===== src/rtl/mult_div_param.sv =====
// Sequential unsigned multiplier / restoring divider, one iteration per clock.
// Optional divide-error detection is enabled by defining MULT_DIV_ERR_EN.
module mult_div_param #(
    parameter int WIDTH = 16
) (
    input  logic               reloj,
    input  logic               reset,
    input  logic [2*WIDTH-1:0] ent_2n,
    input  logic [WIDTH-1:0]   ent_n,
    input  logic               go,
    input  logic               div_mult,
    output logic [2*WIDTH-1:0] sal,
    output logic               done,
    output logic               busy,
    output logic               err
);

    localparam int CW = $clog2(WIDTH + 1);

    typedef enum logic [1:0] {
        IDLE,
        BUSY,
        DONE
    } state_t;

    state_t             state;
    logic [2*WIDTH-1:0] acc;
    logic [2*WIDTH-1:0] acc_nxt;
    logic [WIDTH-1:0]   opb;
    logic               op_div;
    logic [CW-1:0]      cnt;

    logic [WIDTH:0]     sum;
    logic [WIDTH:0]     top;
    logic [WIDTH-1:0]   diff;
    logic               ge;

    // acc holds {partial product, multiplier} or {partial remainder, quotient}
    always_comb begin
        sum  = {1'b0, acc[2*WIDTH-1:WIDTH]} + (acc[0] ? {1'b0, opb} : '0);
        top  = acc[2*WIDTH-1:WIDTH-1];
        ge   = top >= {1'b0, opb};
        diff = top[WIDTH-1:0] - opb;
        if (op_div) begin
            if (ge)
                acc_nxt = {diff, acc[WIDTH-2:0], 1'b1};
            else
                acc_nxt = {top[WIDTH-1:0], acc[WIDTH-2:0], 1'b0};
        end else begin
            acc_nxt = {sum, acc[WIDTH-1:1]};
        end
    end

`ifdef MULT_DIV_ERR_EN
    logic bad;
    assign bad = div_mult &&
                 (ent_n == '0 || ent_2n[2*WIDTH-1:WIDTH] >= ent_n);
`else
    assign err = 1'b0;
`endif

    always_ff @(posedge reloj or negedge reset) begin
        if (!reset) begin
            state  <= IDLE;
            acc    <= '0;
            opb    <= '0;
            op_div <= 1'b0;
            cnt    <= '0;
            sal    <= '0;
            done   <= 1'b0;
            busy   <= 1'b0;
`ifdef MULT_DIV_ERR_EN
            err    <= 1'b0;
`endif
        end else begin
            unique case (state)
                IDLE: begin
                    if (go) begin
                        acc    <= div_mult ? ent_2n
                                           : {{WIDTH{1'b0}}, ent_2n[WIDTH-1:0]};
                        opb    <= ent_n;
                        op_div <= div_mult;
                        cnt    <= CW'(WIDTH);
`ifdef MULT_DIV_ERR_EN
                        err    <= bad;
                        if (bad) begin
                            state <= DONE;
                            done  <= 1'b1;
                            sal   <= '0;
                            cnt   <= '0;
                        end else begin
                            state <= BUSY;
                            busy  <= 1'b1;
                        end
`else
                        state  <= BUSY;
                        busy   <= 1'b1;
`endif
                    end
                end
                BUSY: begin
                    acc <= acc_nxt;
                    cnt <= cnt - CW'(1);
                    if (cnt == CW'(1)) begin
                        state <= DONE;
                        busy  <= 1'b0;
                        done  <= 1'b1;
                        sal   <= acc_nxt;
                    end
                end
                DONE: begin
                    if (!go) begin
                        state <= IDLE;
                        done  <= 1'b0;
                    end
                end
                default: begin
                    state <= IDLE;
                    busy  <= 1'b0;
                    done  <= 1'b0;
                end
            endcase
        end
    end

endmodule


===== config.mk =====
export PLATFORM = sky130hd
export DESIGN_NAME = mult_div_param
export DESIGN_NICKNAME = d
export VERILOG_FILES = /design/src/rtl/mult_div_param.sv
export SDC_FILE = /design/constraint.sdc
export NUM_CORES = 1
export LEC_CHECK = 0
export ABC_AREA = 1
export CORE_ASPECT_RATIO = 0.6
export CORE_MARGIN = 2
export CORE_UTILIZATION = 40
export CTS_CLUSTER_SIZE = 8
export DETAILED_ROUTE_END_ITERATION = 6
export PLACE_DENSITY_LB_ADDON = 0.3
export SKIP_LAST_GASP = 1
export SLEW_MARGIN = 25
export SYNTH_ARGS = -nofsm -noshare
export SYNTH_HDL_FRONTEND = slang
export SYNTH_SLANG_ARGS = --single-unit

===== constraint.sdc =====
create_clock -name reloj -period 2.2 [get_ports reloj]
set_input_delay 0.55 -clock reloj [delete_from_list [all_inputs] [get_ports reloj]]
set_output_delay 0.55 -clock reloj [all_outputs]
set_load 0.005 [all_outputs]

==> metrics, run 1 <==
top cells by count, synth=356 x nand2_1, 106 x inv_1, 90 x dfrtp_1; Synth area leader=dfrtp_1; Worst-Skew Late Latency=0.36 ns; DRT Pass-1 Iters=6; status=finished, final reports clean; Avg Inst Size Synth=7.03 µm²; overall power=17.0 mW; worst ir drop on vdd=645 µV; Period minus WS final=2.19 ns; worst reg-to-reg path cell count=16; Final nets=1134; CP max stage delay=0.49 ns; GPL Wtd Cong=0.965; register area=2260 µm²; Filler cells=1415; initial antenna violation count=0; relative max-transition margin=49.4%; vias in the first global route=5946; final hold viol count=0; switching share of power=48.9%; Final Util=59.0%; P_sw=8.30 mW; Slew @ Worst Pin=0.759 ns; overall die height=101 µm; post-synthesis cell type count=38; crit-path max FO=5; drt first-iter violations=539; area grow syn2layout=44.3%; post-synthesis register bit count=90; Hold Path Class=in2async; final worst path period share=99.7%; unrepaired setup endpoints after global routing=yes; Yosys top cell area share=35.8%; Flop pwr share=18.3%; CP Cell Sequence=buf_12, nand2_4, inv_4, ha_4, fa_2, nand3_2, nand2_4, nand2_4, nand2_4, nand3_2, nand2_1, nand2_1, nand3_1, nand3_2, nand2_1, nand2_1; Pins Over Slew Limit=0; sequential share of the synthesized area=35.8%; worst r2r src=acc[0]$_DFFE_PN0P_; Power Dens Cells=1870 nW/µm²; Post-Syn Nets=982; core area=15400 µm²; clk_skew=0.0144 ns; Max-cap violations=0; R2R Path End=sal[23]$_DFFE_PN0P_; WL/cell=16.9 µm; Detail Route Antenna Nets=0; DRC Markers=0; IO Count=87; total gr overflow=0; floorplan die width=166 µm; EDFF count, synth=0; Comb power frac=71.4%; Setup CP Type=reg2reg; CTS Buf Count=9; Root Driver=clkbuf_16; Final HPWL DP=15100 µm; most frequent cell after synthesis=nand2_1; worst reg2reg setup slack=0.007 ns; ys async rst share=100%; Clock Sinks=90; first-pass GRT wire length=32300 µm; htree depth=3; row count=35; Antenna diodes=0; hold_ws=0.0466 ns; cell-internal power=8.68 mW; routed via count=6513; worst-case clock buffer depth=2; CTS Hold Buffers Added=0; Overall Global Routing Usage=24.4%; synth warn=0; CP endpoint kind=register; WP data arrival=2.50 ns; final wirelength=21100 µm; Max Clock Freq=0.456 GHz; Post-Syn Area=6290 µm²; slowest cell on the critical path=dfrtp_2; Final Setup Violations=0; Req. time, crit path=2.50 ns; synth top area cells=dfrtp_1 36%, nand2_1 21%, ha_1 6.8%; largest net degree at the start of global routing=49; DIE AREA=16800 µm²; Startpoint Class=register; clock power share=10.3%; area of the multi-input gates=4240 µm²; top_reg_cell synth=dfrtp_1; Initial Utilization=40.9%; Gate Count Post-Synth=894; DR vias/cell=5.19; input/output buffers=85; CTS tree=yes; Leak=4.65 nW; layout cells sized above 1=25.9%; setup tns final=0 ns; clk slew on worst S/H paths=0.08 ns
## routing by layer
metal  track usage, %  vias to the layer above  share of wire (%)
met1             38.4                     3047                 50
met4             5.02                        0                1.4
met5                0                        -                  0
li1                 -                     3167                  -
met2             35.2                      274                 41
met3             3.77                       25                7.2
## final cells by class
class	instances	area share (%)
inverter	112	4.69
multi-input combinational	663	46.7
sequential	90	24.9
clock buffer	10	2.52
clock inverter	6	1.08
timing repair buffer	170	17.3
tap	203	2.80
## registers in the layout, indices dropped and copies added (netlist names)
| signal | cells |
|---|---|
| acc | 32 |
| sal | 32 |
| opb | 16 |
| cnt | 5 |
| state | 2 |
| busy | 1 |
| done | 1 |
| op_div | 1 |
## worst max-delay path by stage
stage	endpoint	startpoint	depth (start not counted)
floorplan	acc[23]$_DFFE_PN0P_	acc[0]$_DFFE_PN0P_	16
global placement	acc[5]$_DFFE_PN0P_	go	6
detailed placement	acc[10]$_DFFE_PN0P_	go	6
CTS	sal[28]$_DFFE_PN0P_	acc[0]$_DFFE_PN0P_	15
global route	acc[23]$_DFFE_PN0P_	acc[0]$_DFFE_PN0P_	16
finish	sal[23]$_DFFE_PN0P_	acc[0]$_DFFE_PN0P_	16
## placed cells by master, fill, tap and decap left out, drive strengths merged
master,n
buf,85
nand2,373
fa,2
inv,114
clkdlybuf4s50,84
o21bai,1
o211ai,6
a22o,2
a22oi,24
clkinv,2
o22ai,1
nor2,40
dfrtp,90
nor3,6
or2,1
conb,1
nand3b,2
ha,34
mux2i,1
nand3,73
a21oi,29
bufinv,2
xor2,8
clkbuf,11
o21ai,47
nand4,6
a21o,5
o22a,1
## power by group through the flow
stage	Clock (mW)	Sequential [mW]	Combinational, mW
floorplan	0	2.96	6.20
global placement	0	2.99	9.71
detailed placement	0	2.99	9.82
CTS	1.77	3.00	10.0
global route	1.86	3.18	13.3
finish	1.76	3.10	12.1
## metrics by stage
step	cells	worst slack, ns	instance area, µm²
floorplan	894	0.00312	6290
global placement	1220	-0.139	7810
detailed placement	1220	-0.209	7810
CTS	1236	-0.0102	8230
global route	1254	-0.0624	9070
finish	1254	0.00656	9070
## kinds of logic after synthesis
kind of cell / synth area share, %
and+or+nand+nor: 35.2
buffers and inverters: 9.29
AOI/OAI and AO/OA: 10.9
DFF: 35.8
adders and majority gates: 7.40
xor gates and xnor gates: 1.11
other: 0.0596
muxes: 0.159
## worst max-delay path, delay by kind of cell, from the launching register on
kind,cells,cell delay (ns)
adder cells (fa/ha/maj),2,0.56
AND/OR/NAND/NOR,12,0.89
buffers and inverters,2,0.21
flip-flops,1,0.49
## timing repair
action                                 CTS  global route
buffers inserted                         0            16
setup endpoints to repair               21            34
endpoints found under the hold margin    0             0
pin swaps                                0            36
gates resized for setup                 19           153
gates cloned                             0             2
Note: power is estimated with default switching activity, not from simulation.
==> run 2: changes to the inputs <==
--- a/config.mk
+++ b/config.mk
@@ -11,6 +11,7 @@
 export CORE_UTILIZATION = 40
 export CTS_CLUSTER_SIZE = 8
 export DETAILED_ROUTE_END_ITERATION = 6
+export GPL_TIMING_DRIVEN = 0
 export PLACE_DENSITY_LB_ADDON = 0.3
 export SKIP_LAST_GASP = 1
 export SLEW_MARGIN = 25
==> constraint.sdc (replaced) <==
create_clock -name reloj -period 2.84 [get_ports reloj]
set_input_delay 0.71 -clock reloj [delete_from_list [all_inputs] [get_ports reloj]]
set_output_delay 0.71 -clock reloj [all_outputs]
set_load 0.005 [all_outputs]
==> metrics, run 2 (same netlist as run 1, synthesis figures left out) <==
worst slack, placed=-0.248 ns (-0.0384 ns); Final nets=1077 (-5.0%); Initial Utilization=40.9% (unchanged); Buf/Inv on CP=3 (+1); Overall Global Routing Usage=25.0% (+0.55 points); Max-cap violations=0 (unchanged); slowest cell on the critical path=clkbuf_1; Final Util=50.2% (-8.8 points); Final HPWL DP=15800 µm (+4.5%); row count=35 (unchanged); WL/cell=16.9 µm (+0.40%); DRC Markers=0 (unchanged); Final Setup Violations=0 (unchanged); Slew @ Worst Pin=0.739 ns (-0.0197 ns); vias in the first global route=5749 (-3.3%); largest net degree at the start of global routing=74 (+51%); total gr overflow=0 (unchanged); initial antenna violation count=0 (unchanged); WP data arrival=2.83 ns (+0.33 ns); DIE AREA=16800 µm² (unchanged); routed via count=6190 (-5.0%); most frequent cells in the layout=356 x nand2_1, 106 x inv_1, 89 x dfrtp_1; GPL Wtd Cong=0.972 (+0.65%); Filler cells=1540 (+8.8%); drt first-iter violations=663 (+23%); final setup margin=0.286 ns (+0.280 ns); setup tns final=0 ns (unchanged); CTS Buf Count=9 (unchanged); CTS tree=yes; status=finished, final reports clean; unrepaired setup endpoints after global routing=no; CP endpoint kind=register; core area=15400 µm² (unchanged); DRT Pass-1 Iters=5 (-1); final worst path period share=89.9%; worst-case clock buffer depth=2 (unchanged); Antenna diodes=0 (unchanged); Leak=4.17 nW (-10%); top cell family by delay on the critical path=buffers and inverters; Worst-Skew Late Latency=0.35 ns (about the same); Startpoint Class=input port; Placed Cells=1183 (-3.0%); Req. time, crit path=3.12 ns (+0.62 ns); IO Count=87 (unchanged); final hold viol count=0 (unchanged); register area=2250 µm² (-0.22%); top flop regs=acc (32), sal (32), opb (16); post-route insts no fill=1197 (-4.5%); overall power=10.7 mW (-37%); Hold Path Class=in2async; CP most frequent cell=nand2_1; crit-path max FO=10 (+5); Clock Sinks=90 (unchanged); CP max stage delay=0.55 ns (+0.06 ns); worst reg2reg setup slack=0.31 ns (+0.30 ns); relative max-transition margin=50.6% (+1.2 points); input/output buffers=85 (unchanged); CP Cell Sequence=clkdlybuf4s50_1, nand2_1, nor2_2, nand2_1, inv_1, clkbuf_1, a22oi_1, nand2_1; area grow syn2layout=22.7%; commonest non-fill, non-tap cell in the layout=nand2_1; Root Driver=clkbuf_16; Max Clock Freq=0.392 GHz; clk slew on worst S/H paths=0.07 ns (about the same); worst ir drop on vdd=469 µV (-27%); DR vias/cell=5.17 (-0.43%); Pins Over Slew Limit=0 (unchanged); R2R Path End=sal[31]$_DFFE_PN0P_; clk_skew=0.00898 ns (-0.00540 ns); overall die height=101 µm (unchanged); worst reg-to-reg path cell count=14 (-2); Setup CP Type=in2reg; Power Dens Cells=1390 nW/µm² (-26%); first-pass GRT wire length=32200 µm (-0.19%); floorplan die width=166 µm (unchanged); layout cells sized above 1=7.24% (-19 points); final wirelength=20300 µm (-4.2%); Period minus WS final=2.55 ns; htree depth=3 (unchanged); area of the multi-input gates=3450 µm² (-19%); Detail Route Antenna Nets=0 (unchanged); worst r2r src=acc[0]$_DFFE_PN0P_
## run 2: cell count changes in the layout (fill, tap and decap cells not counted), moves of 19 or more
cell	before	now
buf_4	79	5
nand2_1	321	356
ha_1	5	34
ha_4	28	0
nand2_2	30	5
clkbuf_1	1	20
nand3_1	42	61
## run 2: worst max-delay path by stage
| stage | startpoint | endpoint | slack, ns | cells after the start |
|---|---|---|---|---|
| floorplan | acc[0]$_DFFE_PN0P_ | acc[23]$_DFFE_PN0P_ | 0.58 | 16 |
| global placement | reset | sal[15]$_DFFE_PN0P_ | -2.44 | 1 |
| detailed placement | acc[0]$_DFFE_PN0P_ | acc[29]$_DFFE_PN0P_ | -0.25 | 17 |
| CTS | acc[0]$_DFFE_PN0P_ | acc[29]$_DFFE_PN0P_ | 0.08 | 15 |
| global route | acc[0]$_DFFE_PN0P_ | sal[23]$_DFFE_PN0P_ | 0.09 | 15 |
| finish | go | acc[29]$_DFFE_PN0P_ | 0.29 | 8 |
## run 2: worst register-to-register path: stages, from the launching register on
cell and delay, ns:
dfrtp_2 0.57, nand2_1 0.12, inv_1 0.05, ha_1 0.21, fa_1 0.45, nand3_1 0.10, nand2_1 0.13, nand3_1 0.15
nand3_1 0.12, nand2_1 0.11, nand3_1 0.08, nand2_1 0.07, nand2_1 0.12, nand2_1 0.08, nand2_1 0.04
## run 2: per-layer routing
layer / vias to the layer above / GRT usage, % / wire length, µm
met1: 2893 / 40.7 / 10900
met2: 245 / 33.4 / 7620
met3: 11 / 5.69 / 1700
li1: 3041 / - / -
met5: - / 0 / 0
met4: 0 / 3.81 / 78
## run 2: layout make-up
cell class                 instances  share of cell area [%]
clock buffer                      10                    2.97
clock inverter                     6                   0.956
multi-input combinational        662                    44.7
tap                              203                    3.29
buffer                            28                    2.03
timing repair buffer              86                    11.4
inverter                         112                    5.45
sequential                        90                    29.2
## run 2: power breakdown
part	switching [mW]	internal [mW]
registers	0.582	1.90
clock network	0.574	0.695
logic	4.42	2.56
total	5.58	5.15
## run 2: per-stage QoR
| step | hold slack [ns] | area, µm² |
|---|---|---|
| 2_1_floorplan | 0.414 | 6290 |
| 3_3_place_gp | 0.466 | 7390 |
| 3_5_place_dp | 0.469 | 7420 |
| 4_1_cts | 0.194 | 7720 |
| 5_1_grt | 0.194 | 7720 |
| 6_report | 0.192 | 7720 |
## run 2: timing repair
| item | 4_1_cts | 5_1_grt |
|---|---|---|
| gates resized for setup | 1 | 1 |
| hold endpoints to repair | 0 | 0 |
| gates cloned | 0 | 0 |
| setup buffers | 0 | 0 |
| hold buffers | 0 | 0 |
| endpoints found under the setup margin | 20 | 14 |
==> run 3: changes to the inputs <==
--- a/config.mk
+++ b/config.mk
@@ -6,9 +6,11 @@
 export NUM_CORES = 1
 export LEC_CHECK = 0
 export ABC_AREA = 1
+export CELL_PAD_IN_SITES_DETAIL_PLACEMENT = 1
+export CELL_PAD_IN_SITES_GLOBAL_PLACEMENT = 2
 export CORE_ASPECT_RATIO = 0.6
 export CORE_MARGIN = 2
-export CORE_UTILIZATION = 40
+export CORE_UTILIZATION = 34
 export CTS_CLUSTER_SIZE = 8
 export DETAILED_ROUTE_END_ITERATION = 6
 export GPL_TIMING_DRIVEN = 0
==> metrics, run 3 (same netlist as run 1, synthesis figures left out) <==
DR vias/cell=5.03 (-2.8%); IO Count=87 (unchanged); switching share of power=53.2% (+1.2 points); Root Driver=clkbuf_16; Req. time, crit path=3.14 ns (+0.02 ns); input/output buffers=85 (unchanged); Overall Global Routing Usage=24.3% (-0.67 points); first-pass GRT wire length=36300 µm (+13%); DRT Pass-1 Iters=5 (unchanged); Slew @ Worst Pin=0.936 ns (+0.197 ns); routed via count=6216 (+0.42%); Antenna diodes=0 (unchanged); Period minus WS final=2.70 ns (+0.142 ns); overall die height=109 µm (+8.1%); DRC Markers=0 (unchanged); Leak=4.17 nW (about the same); total gr overflow=0 (unchanged); worst reg2reg setup slack=0.25 ns (-0.06 ns); largest net degree at the start of global routing=59 (-20%); row count=38 (+8.6%); Hold Path Class=in2async; top flop regs=acc (32), sal (32), opb (16); Flop pwr share=22.4% (-0.7 points); area grow syn2layout=23.5%; vias in the first global route=6208 (+8.0%); initial antenna violation count=0 (unchanged); worst slack, placed=-0.347 ns (-0.0990 ns); crit-path max FO=10 (unchanged); Comb power frac=66.6% (+1.6 points); final wirelength=22900 µm (+13%); area of the multi-input gates=3450 µm² (about the same); relative max-transition margin=37.4% (-13 points); CP endpoint kind=register; CTS Hold Buffers Added=0 (unchanged); clk slew on worst S/H paths=0.07 ns (about the same); unrepaired setup endpoints after global routing=no; cell-internal power=5.09 mW (-1.2%); worst ir drop on vdd=480 µV (+2.3%); commonest non-fill, non-tap cell in the layout=nand2_1; CTS tree=yes; GPL Wtd Cong=0.906 (-6.7%); Max Clock Freq=0.371 GHz (-5.3%); Max-cap violations=0 (unchanged); Final Setup Violations=0 (unchanged); final setup margin=0.145 ns (-0.142 ns); placed cell areas=7470 µm² (+0.62%); WL/cell=18.5 µm (+9.4%); final worst path period share=94.9% (+5.0 points); clock power share=11.0% (-0.8 points); DIE AREA=19600 µm² (+17%); CTS Buf Count=9 (unchanged); setup tns final=0 ns (unchanged); Power Dens Cells=1400 nW/µm² (+0.85%); fin area=7760 µm² (+0.60%); worst reg-to-reg path cell count=16 (+2); Startpoint Class=input port; register area=2250 µm² (unchanged); Detail Route Antenna Nets=0 (unchanged); worst-case clock buffer depth=2 (unchanged); most frequent cells in the layout=356 x nand2_1, 106 x inv_1, 89 x dfrtp_1; Filler cells=2313 (+50%); Initial Utilization=34.7% (-6.2 points); final hold viol count=0 (unchanged); P_sw=5.80 mW (+3.9%); Setup CP Type=in2reg; Pins Over Slew Limit=0 (unchanged); R2R Path End=sal[30]$_DFFE_PN0P_; WP data arrival=3.00 ns (+0.17 ns); Final HPWL DP=18200 µm (+15%); layout cells sized above 1=7.62% (+0.38 points); Final nets=1080 (+0.28%); Worst-Skew Late Latency=0.37 ns (+0.02 ns); worst r2r src=acc[15]$_DFFE_PN0P_; core area=18100 µm² (+18%); status=finished, final reports clean; clk_skew=0.0110 ns (+0.00207 ns); Placed Cells=1220 (+3.1%); floorplan die width=180 µm (+8.3%); Clock Sinks=90 (unchanged); drt first-iter violations=494 (-25%); post-route insts no fill=1237 (+3.3%); htree depth=3 (unchanged)
run 3: per-stage QoR:
stage	hold slack, ns	util [%]	power (mW)
floorplan	0.414	-	7.09
global placement	0.464	41.1	9.47
detailed placement	0.473	41.2	9.58
CTS	0.249	42.7	10.9
global route	0.257	42.9	11.9
finish	0.235	42.9	10.9
run 3: area by class of cell:
cell class | instances | share of cell area, %
buffer | 29 | 2.11
multi-input combinational | 662 | 44.5
sequential | 90 | 29.0
inverter | 112 | 5.41
tap | 240 | 3.87
clock buffer | 10 | 2.95
timing repair buffer | 88 | 11.5
clock inverter | 6 | 0.628
run 3: layer usage:
| layer | GRT usage (%) | part of all wire, % | wire [µm] |
|---|---|---|---|
| met5 | 0 | 0 | 0 |
| met3 | 4.14 | 5.7 | 1320 |
| met1 | 39.3 | 55 | 12700 |
| met2 | 32.9 | 38 | 8640 |
| met4 | 5.11 | 1.0 | 237 |
run 3: worst max-delay path by stage:
| stage | from | to | slack, ns | cells past startpoint |
|---|---|---|---|---|
| after global routing | go | acc[26]$_DFFE_PN0P_ | 0.02 | 7 |
| final | go | acc[28]$_DFFE_PN0P_ | 0.14 | 7 |
| after floorplan | acc[0]$_DFFE_PN0P_ | acc[23]$_DFFE_PN0P_ | 0.58 | 16 |
| after detailed placement | acc[0]$_DFFE_PN0P_ | acc[29]$_DFFE_PN0P_ | -0.35 | 17 |
| after global placement | reset | cnt[3]$_DFFE_PN0P_ | -2.65 | 1 |
| after CTS | acc[0]$_DFFE_PN0P_ | acc[29]$_DFFE_PN0P_ | 0.0004 | 16 |
run 3: critical path, cell delays in order:
cell,delay (ns)
clkdlybuf4s50_1,0.44
nand2_1,0.12
nor2_2,0.11
nor2_1,0.73
clkbuf_1,0.56
a22oi_1,0.20
nand2_1,0.12
run 3: what timing repair did:
action,4_1_cts,5_1_grt
buffers inserted,0,2
endpoints found under the setup margin,24,19
gates resized for setup,1,4
endpoints found under the hold margin,0,0
run 3: power groups by stage:
stage,clock network (mW),logic [mW],registers [mW]
6_report,1.20,7.25,2.44
5_1_grt,1.27,8.14,2.51
3_3_place_gp,0,7.03,2.45
2_1_floorplan,0,4.80,2.29
3_5_place_dp,0,7.12,2.46
4_1_cts,1.23,7.15,2.47
